===== src/rtl/spi_register_bridge.sv =====
// rtl/spi_register_bridge.sv - SPI frame receiver driving synth register-write strobes
// Optional readback path: define SPI_REGISTER_READBACK_EN.
// SYNC_STAGES must be at least 2.
module spi_register_bridge #(
  parameter int FRAME_BITS  = 40,
  parameter int SYNC_STAGES = 2
) (
  input  logic        i_Clock,
  input  logic        i_Reset,
  input  logic        i_SPI_SCK,
  input  logic        i_SPI_CS_N,
  input  logic        i_SPI_MOSI,
  output logic        o_SPI_MISO,
  output logic [11:0] o_RegisterNumber,
  output logic [23:0] o_RegisterValue,
  output logic        o_RegisterWriteEnable,
  output logic        o_FrameError
`ifdef SPI_REGISTER_READBACK_EN
  ,
  output logic        o_RegisterReadEnable,
  input  logic [23:0] i_RegisterReadValue
`endif
);

  localparam logic [3:0] CMD_WRITE   = 4'h1;
  localparam logic [3:0] CMD_READ    = 4'h2;
  localparam logic [5:0] FRAME_COUNT = 6'(FRAME_BITS);
  localparam logic [5:0] COUNT_MAX   = 6'd63;

  typedef enum logic [1:0] {
    WAIT_IDLE,
    IDLE,
    SHIFT,
    CHECK
  } state_t;

  logic [SYNC_STAGES-1:0] sck_sync;
  logic [SYNC_STAGES-1:0] cs_sync;
  logic [SYNC_STAGES-1:0] mosi_sync;
  logic                   sck_hist;
  logic                   cs_hist;

  logic sck_q;
  logic cs_q;
  logic mosi_q;
  logic sck_rise;
  logic cs_rise;
  logic cs_fall;

  state_t                 state;
  logic [5:0]             bit_count;
  logic [FRAME_BITS-1:0]  shift_reg;
  logic                   write_pending;
  logic [3:0]             command;
  logic                   read_allowed;

  assign sck_q    = sck_sync[SYNC_STAGES-1];
  assign cs_q     = cs_sync[SYNC_STAGES-1];
  assign mosi_q   = mosi_sync[SYNC_STAGES-1];
  assign sck_rise = sck_q & ~sck_hist;
  assign cs_rise  = cs_q & ~cs_hist;
  assign cs_fall  = ~cs_q & cs_hist;
  assign command  = shift_reg[FRAME_BITS-1 -: 4];

  // Sync chains reset to 0 so a frame in progress at reset never looks like idle CS_N.
  always_ff @(posedge i_Clock) begin
    if (i_Reset) begin
      sck_sync  <= '0;
      cs_sync   <= '0;
      mosi_sync <= '0;
      sck_hist  <= 1'b0;
      cs_hist   <= 1'b0;
    end else begin
      sck_sync  <= {sck_sync[SYNC_STAGES-2:0], i_SPI_SCK};
      cs_sync   <= {cs_sync[SYNC_STAGES-2:0], i_SPI_CS_N};
      mosi_sync <= {mosi_sync[SYNC_STAGES-2:0], i_SPI_MOSI};
      sck_hist  <= sck_q;
      cs_hist   <= cs_q;
    end
  end

`ifdef SPI_REGISTER_READBACK_EN
  logic        sck_fall;
  logic        read_active;
  logic        read_capture;
  logic [23:0] tx_reg;
  logic        miso_reg;

  assign sck_fall     = ~sck_q & sck_hist;
  assign read_allowed = (command == CMD_READ);
  assign o_SPI_MISO   = miso_reg;
`else
  assign read_allowed = 1'b0;
  assign o_SPI_MISO   = 1'b0;
`endif

  // Frame FSM: collect bits while CS_N is low, validate on CS_N rise, emit registered strobes.
  always_ff @(posedge i_Clock) begin
    if (i_Reset) begin
      state                 <= WAIT_IDLE;
      bit_count             <= '0;
      shift_reg             <= '0;
      write_pending         <= 1'b0;
      o_RegisterNumber      <= '0;
      o_RegisterValue       <= '0;
      o_RegisterWriteEnable <= 1'b0;
      o_FrameError          <= 1'b0;
`ifdef SPI_REGISTER_READBACK_EN
      o_RegisterReadEnable  <= 1'b0;
      read_active           <= 1'b0;
      read_capture          <= 1'b0;
      tx_reg                <= '0;
      miso_reg              <= 1'b0;
`endif
    end else begin
      o_RegisterWriteEnable <= 1'b0;
      o_FrameError          <= 1'b0;
      write_pending         <= 1'b0;

      // Outputs and strobe change together, one cycle after the frame was validated.
      if (write_pending) begin
        o_RegisterWriteEnable <= 1'b1;
        o_RegisterNumber      <= shift_reg[FRAME_BITS-5 -: 12];
        o_RegisterValue       <= shift_reg[23:0];
      end

`ifdef SPI_REGISTER_READBACK_EN
      o_RegisterReadEnable <= 1'b0;
      read_capture         <= 1'b0;
      if (read_capture) begin
        tx_reg <= i_RegisterReadValue;
      end
`endif

      case (state)
        WAIT_IDLE: begin
          if (cs_q) begin
            state <= IDLE;
          end
        end

        IDLE: begin
          if (cs_fall) begin
            state     <= SHIFT;
            bit_count <= '0;
            shift_reg <= '0;
`ifdef SPI_REGISTER_READBACK_EN
            read_active <= 1'b0;
`endif
          end
        end

        SHIFT: begin
          if (sck_rise) begin
            shift_reg <= {shift_reg[FRAME_BITS-2:0], mosi_q};
            if (bit_count != COUNT_MAX) begin
              bit_count <= bit_count + 6'd1;
            end
`ifdef SPI_REGISTER_READBACK_EN
            // Sixteenth bit completes command + register number of a READ.
            if (bit_count == 6'd15 && shift_reg[14:11] == CMD_READ) begin
              o_RegisterNumber     <= {shift_reg[10:0], mosi_q};
              o_RegisterReadEnable <= 1'b1;
              read_capture         <= 1'b1;
              read_active          <= 1'b1;
            end
`endif
          end
`ifdef SPI_REGISTER_READBACK_EN
          // Present the next read-data bit ahead of the host's sampling edge.
          if (sck_fall) begin
            if (read_active && bit_count >= 6'd16 && bit_count <= 6'd39) begin
              miso_reg <= tx_reg[23];
              tx_reg   <= {tx_reg[22:0], 1'b0};
            end else begin
              miso_reg <= 1'b0;
            end
          end
`endif
          if (cs_rise) begin
            state <= CHECK;
          end
        end

        CHECK: begin
          if (bit_count == FRAME_COUNT && command == CMD_WRITE) begin
            write_pending <= 1'b1;
          end else if (!(bit_count == FRAME_COUNT && read_allowed)) begin
            o_FrameError <= 1'b1;
          end
`ifdef SPI_REGISTER_READBACK_EN
          miso_reg    <= 1'b0;
          read_active <= 1'b0;
`endif
          state <= IDLE;
        end

        default: state <= WAIT_IDLE;
      endcase
    end
  end

endmodule


===== config.mk =====
export PLATFORM = sky130hd
export DESIGN_NAME = spi_register_bridge
export DESIGN_NICKNAME = d
export VERILOG_FILES = /design/src/rtl/spi_register_bridge.sv
export SDC_FILE = /design/constraint.sdc
export NUM_CORES = 1
export LEC_CHECK = 0
export ABC_AREA = 0
export CAP_MARGIN = 20
export CORE_ASPECT_RATIO = 0.5
export CORE_UTILIZATION = 55
export DETAILED_ROUTE_END_ITERATION = 8
export PLACE_DENSITY = 0.9
export SYNTH_ARGS = -nofsm -noshare
export SYNTH_HDL_FRONTEND = slang
export SYNTH_SLANG_ARGS = --single-unit

===== constraint.sdc =====
create_clock -name i_Clock -period 1.97 [get_ports i_Clock]
set_input_delay 0.2955 -clock i_Clock [delete_from_list [all_inputs] [get_ports i_Clock]]
set_output_delay 0.2955 -clock i_Clock [all_outputs]
set_load 0.02 [all_outputs]

==> metrics.txt, run 1 <==
status=completed; port bufs=42; Avg Vias per Cell=about 5.6; hpwl dp=4520 um; Mapped Avg Cell Area=between 9 and 10 um2; Die X=118 um; Die Ht=59.8 um; part of the power in the clock network=about a third; Synth Register Bits=95; Main synth FF type=dfxtp_1; max FFs per register=40; Max Slew Vio Count=0; leading post-synthesis cells by cell area=dfxtp_1, mux2i_1, a21oi_1; Critical Path AT=around 2.1 ns; final cell count without fillers=518; die area=just over 7000 um2; worst hold path type=primary input to register; Critical Path RT=2.25 ns; Max-cap violations=0; dpl cell area=around 4200 um2; count of different cell masters after synthesis=39; Tmin final=between 1.5 and 2 ns; DRC=0; switching part of the total=between 30% and 40%; commonest non-fill, non-tap cells in the layout=dfxtp_1, a21oi_1, nand3_1, clkdlybuf4s50_1, nor2_1; initial antenna violation count=0; nets=around 440; sequential area share after synthesis=roughly half; critical path class=register to register; Mapped Area=between 3000 and 4000 um2; clock slew seen by the registers of the worst setup and hold paths=around 0.060 ns; pin count of the biggest net entering global routing=between 40 and 50; flop2flop setup slack=roughly 0.16 ns; vias in the first global route=~2700; Post-synth EDFFs=0; Tot GR Track Use=between 20 and 25%; I/O pin count=44; RSZ-0062 raised after global routing=no; Cell Rows=20; Post-CTS Resized=0; Core ar.=~6300 um2; worst-path maximum fanout=4; startpoint types=register; # Post-CTS Setup Buffers=0; Max H-tree Level=3; antenna cells=0; Pleak=approximately 1.5 nW; clk root buf=clkbuf_16; DR vias=around 2900; global-route wire length before repair=between 10000 and 15000 um; period utilization=92.0%; yosys warns=0; CTS sink count=95; Overflow after GRT=0; CTS Hold Bufs=0; DR iter-0 viols=170; Pint=around 3.2 mW; RePlAce Congestion=about 0.85; Clock Tree Buf Depth=2; overall routed net length=approximately 7300 um; Final Hold Viols=0; Final Instance Area=4460 um2; TritonRoute pass-1 iters=5; share of layout cells above drive strength 1=under 10%; fillers=about 460; Synth-to-Final Area Change=21.3%; Gate power share=approximately a quarter; total negative slack=0 ns; Num CTS Buffers=9; Synth Net Count=407; endpoints failing setup=0; worst vdd ir=between 0.5 and 0.6 mV; Worst setup EP type=register; initial core utilization=slightly below 60%; cells after synthesis=395; Psw=~1.4 mW; Synth top area share=51.7%; Avg WL per Cell=approximately 14 um; DP Cell Count=503; Yosys top cell by area=dfxtp_1; post-route ant nets=0; Flop pwr share=~43%; Setup Skew=0.00384 ns; Pwr Density=between 1000 and 1500 nW/um2; commonest non-fill, non-tap cell in the layout=dfxtp_1; CTS tree=done; Max Freq=between 0.5 and 0.6 GHz; ys async rst share=0%; Clk Latency, worst-skew pair=between 0.3 and 0.4 ns
[metal layers]
metal	wire (um)	share of wire, %	global-route usage (%)
met1	3350	46	28.1
met2	3510	48	38.7
met3	366	5.0	6.68
met4	114	1.6	9.52
met5	0	0	0
[cell usage after synthesis (2+ instances only)]
master / count
dfxtp_1: 95
a21oi_1: 44
nand3_1: 41
nor2_1: 40
mux2i_1: 36
o21ai_0: 34
clkbuf_1: 22
buf_2: 10
nor2b_1: 10
ha_1: 7
o21ai_1: 7
inv_1: 5
nand2_1: 5
nand4_1: 4
a211oi_1: 3
and3_1: 3
a31oi_1: 2
and3b_1: 2
nor3_1: 2
o31ai_1: 2
o41ai_1: 2
or2_2: 2
[cell families after synthesis]
| family | share of synthesized area [%] |
|---|---|
| and+or+nand+nor | 16.4 |
| DFF | 51.7 |
| buffers and inverters | 4.53 |
| adders and majority gates | 2.38 |
| other | 0.102 |
| muxes | 9.80 |
| AOI/OAI and AO/OA | 15.1 |
[worst paths after layout]
check | from | endpoint | cells after the start
setup / recovery | bit_count[0]$_SDFFE_PP0P_ | write_pending$_SDFF_PP0_ | 6
setup reg to reg | bit_count[0]$_SDFFE_PP0P_ | write_pending$_SDFF_PP0_ | 6
hold / removal | i_Reset | o_RegisterValue[23]$_SDFFE_PP0P_ | 2
hold reg to reg | cs_sync[0]$_SDFF_PP0_ | cs_sync[1]$_SDFF_PP0_ | 1
[power by group through the flow]
stage	combinational, mW	sequential [mW]	clock, mW
after detailed placement	1.04	2.02	0
after global routing	1.19	1.98	1.68
after CTS	1.05	1.97	1.59
final	1.09	1.97	1.56
after global placement	1.03	2.01	0
after floorplan	0.743	2.01	0
[metrics by stage]
step	setup WS, ns	total power, mW	hold WS, ns	utilization [%]
2_1_floorplan	0.361	2.75	0.414	-
3_3_place_gp	0.220	3.04	0.416	66.9
3_5_place_dp	0.199	3.05	0.426	66.9
4_1_cts	0.157	4.62	0.331	71.2
5_1_grt	0.0193	4.84	0.350	71.3
6_report	0.158	4.63	0.335	71.3
[layout make-up]
cell class | count | area, um2 | share of cell area, %
sequential | 95 | 1900 | 42.7
multi-input combinational | 260 | 1610 | 36.1
timing repair buffer | 55 | 551 | 12.3
clock buffer | 13 | 260 | 5.83
tap | 88 | 110 | 2.47
inverter | 6 | 22.5 | 0.505
clock inverter | 1 | 5.00 | 0.112
[critical path, cell delays in order, from the launching register on]
cell	delay (ns)
dfxtp_1	0.33
inv_1	0.09
ha_1	0.18
nor4bb_1	0.42
nand3b_1	0.16
nor4b_1	0.37
and3b_1	0.21
Note: power is estimated with default switching activity, not from simulation.
==> run 2: changes to the inputs <==
--- a/config.mk
+++ b/config.mk
@@ -10,6 +10,7 @@
 export CORE_ASPECT_RATIO = 0.5
 export CORE_UTILIZATION = 55
 export DETAILED_ROUTE_END_ITERATION = 8
+export MAX_ROUTING_LAYER = met4
 export PLACE_DENSITY = 0.9
 export SYNTH_ARGS = -nofsm -noshare
 export SYNTH_HDL_FRONTEND = slang
==> run 2 against run 1 <==
Against the previous run: utilization up 0.12 points; routed wire length up 2.1%; highest routed layer unchanged; non-clock buffer count down 2; sequential power about the same; sequential share of layout area down 0.072 points; setup slack worse by 0.026 ns; largest power group unchanged.
==> metrics.txt, run 2 (same netlist as run 1, synthesis figures left out) <==
status=completed; antenna cells=0; Final Instance Area=approximately 4500 um2; commonest non-fill, non-tap cell in the layout=dfxtp_1; Synth-to-Final Area Change=21.5%; overall routed net length=7500 um; TritonRoute pass-1 iters=4; worst-path maximum fanout=18; Tot GR Track Use=a little under a quarter; CTS tree=done; worst vdd ir=~0.6 mV; RSZ-0062 raised after global routing=no; CP Buf/Inv Count=1; total negative slack=0 ns; met2 GRT Util=37.7%; GRT Max-Usage Layer=met2; port bufs=42; startpoint types=register; I/O pin count=between 40 and 50; Avg Vias per Cell=5.62; hpwl dp=4600 um; Avg WL per Cell=around 14 um; share of layout cells above drive strength 1=about 8.4%; DP Cell Count=between 500 and 600; routing usage on met1=27.3%; Die X=about 120 um; die area=~7000 um2; dpl cell area=~4200 um2; Critical Path RT=between 2 and 2.5 ns; critical path class=register to register; RePlAce Congestion=around 0.84; Cell Rows=20; vias in the first global route=around 2600; Post-CTS Resized=0; DR iter-0 viols=around 260; worst hold path type=primary input to register; Die Ht=approximately 60 um; worst slack, placed=roughly 0.16 ns; Largest delay share family, worst path=simple AND/OR/NAND/NOR gates; nets=approximately 440; Max Freq=roughly 0.54 GHz; Pwr Density=roughly 1000 nW/um2; endpoints failing setup=0; clock slew seen by the registers of the worst setup and hold paths=about 0.070 ns; final cell count without fillers=~520; # Post-CTS Setup Buffers=0; CP max stage cell=or4_1; Pleak=between 1 and 1.5 nW; final worst setup slack=0.132 ns; pin count of the biggest net entering global routing=between 40 and 50; highest cell delay on the worst timing path=between 0.5 and 0.6 ns; Tmin final=around 1.8 ns; GR Util met3=under 10%; Max Slew Vio Count=0; initial antenna violation count=0; CP cell instances=inv_1 > ha_1 > o2bb2ai_4 > or4_1 > a21oi_1; DR vias=roughly 2900; Setup Skew=0.00944 ns; Worst setup EP type=register; max FFs per register=40; commonest non-fill, non-tap cells in the layout=dfxtp_1, a21oi_1, nand3_1, clkdlybuf4s50_1, nor2_1; Core ar.=approximately 6300 um2; global-route wire length before repair=12300 um; Max-cap violations=0; CTS Hold Bufs=0; clk root buf=clkbuf_16; Num CTS Buffers=9; Critical Path AT=2.11 ns; Final Hold Viols=0; period utilization=93.3%; Clock Tree Buf Depth=2; CTS sink count=95; DRC=0; initial core utilization=between 50% and 60%; fillers=460; Clk Latency, worst-skew pair=~0.35 ns; Max H-tree Level=3; post-route ant nets=0; Overflow after GRT=0
## run 2: cell types whose count changed in the layout (fill, tap and decap cells not counted)
cell / before / now
clkinv_4: 0 / 3
inv_8: 0 / 1
buf_4: 10 / 8
clkbuf_1: 2 / 0
clkbuf_8: 2 / 0
clkinvlp_4: 0 / 1
clkinv_2: 1 / 0
inv_6: 0 / 2
## run 2: metal layers
metal	vias to the layer above	share of wire (%)	wire length, um
met5	-	0	0
met4	0	1.2	87
met3	11	4.5	336
met2	80	48	3600
met1	1381	46	3470
li1	1439	-	-
## run 2: path summary, 6_finish.rpt
check	start	endpoint	slack, ns	depth (start not counted)
setup / recovery	state[1]$_SDFFE_PP0P_	bit_count[2]$_SDFFE_PP0P_	0.13	5
hold / removal	i_Reset	cs_hist$_SDFF_PP0_	0.37	2
setup reg to reg	state[1]$_SDFFE_PP0P_	bit_count[2]$_SDFFE_PP0P_	0.13	5
hold reg to reg	mosi_sync[1]$_SDFF_PP0_	shift_reg[0]$_SDFFE_PP0P_	0.45	2
## run 2: cell type report
type	count	area, um2	area share, %
Timing Repair Buffer	53	536	12.0
Clock inverter	7	62.6	1.40
Inverter	6	22.5	0.504
Tap cell	88	110	2.46
Sequential cell	95	1900	42.6
Multi-Input combinational cell	260	1610	36.0
Clock buffer	9	225	5.04
## run 2: metrics by stage
step	hold WS, ns	total power [mW]	util, %
final	0.367	4.68	71.4
after global routing	0.377	4.89	71.4
after CTS	0.349	4.70	71.4
after detailed placement	0.431	3.06	66.8
after global placement	0.420	3.04	66.8
after floorplan	0.414	2.75	-
## run 2: power breakdown
part / switching (mW) / internal [mW] / total, mW
combinational: 0.770 / 0.290 / 1.06
clock: 0.773 / 0.879 / 1.65
sequential: 0.0240 / 1.95 / 1.97
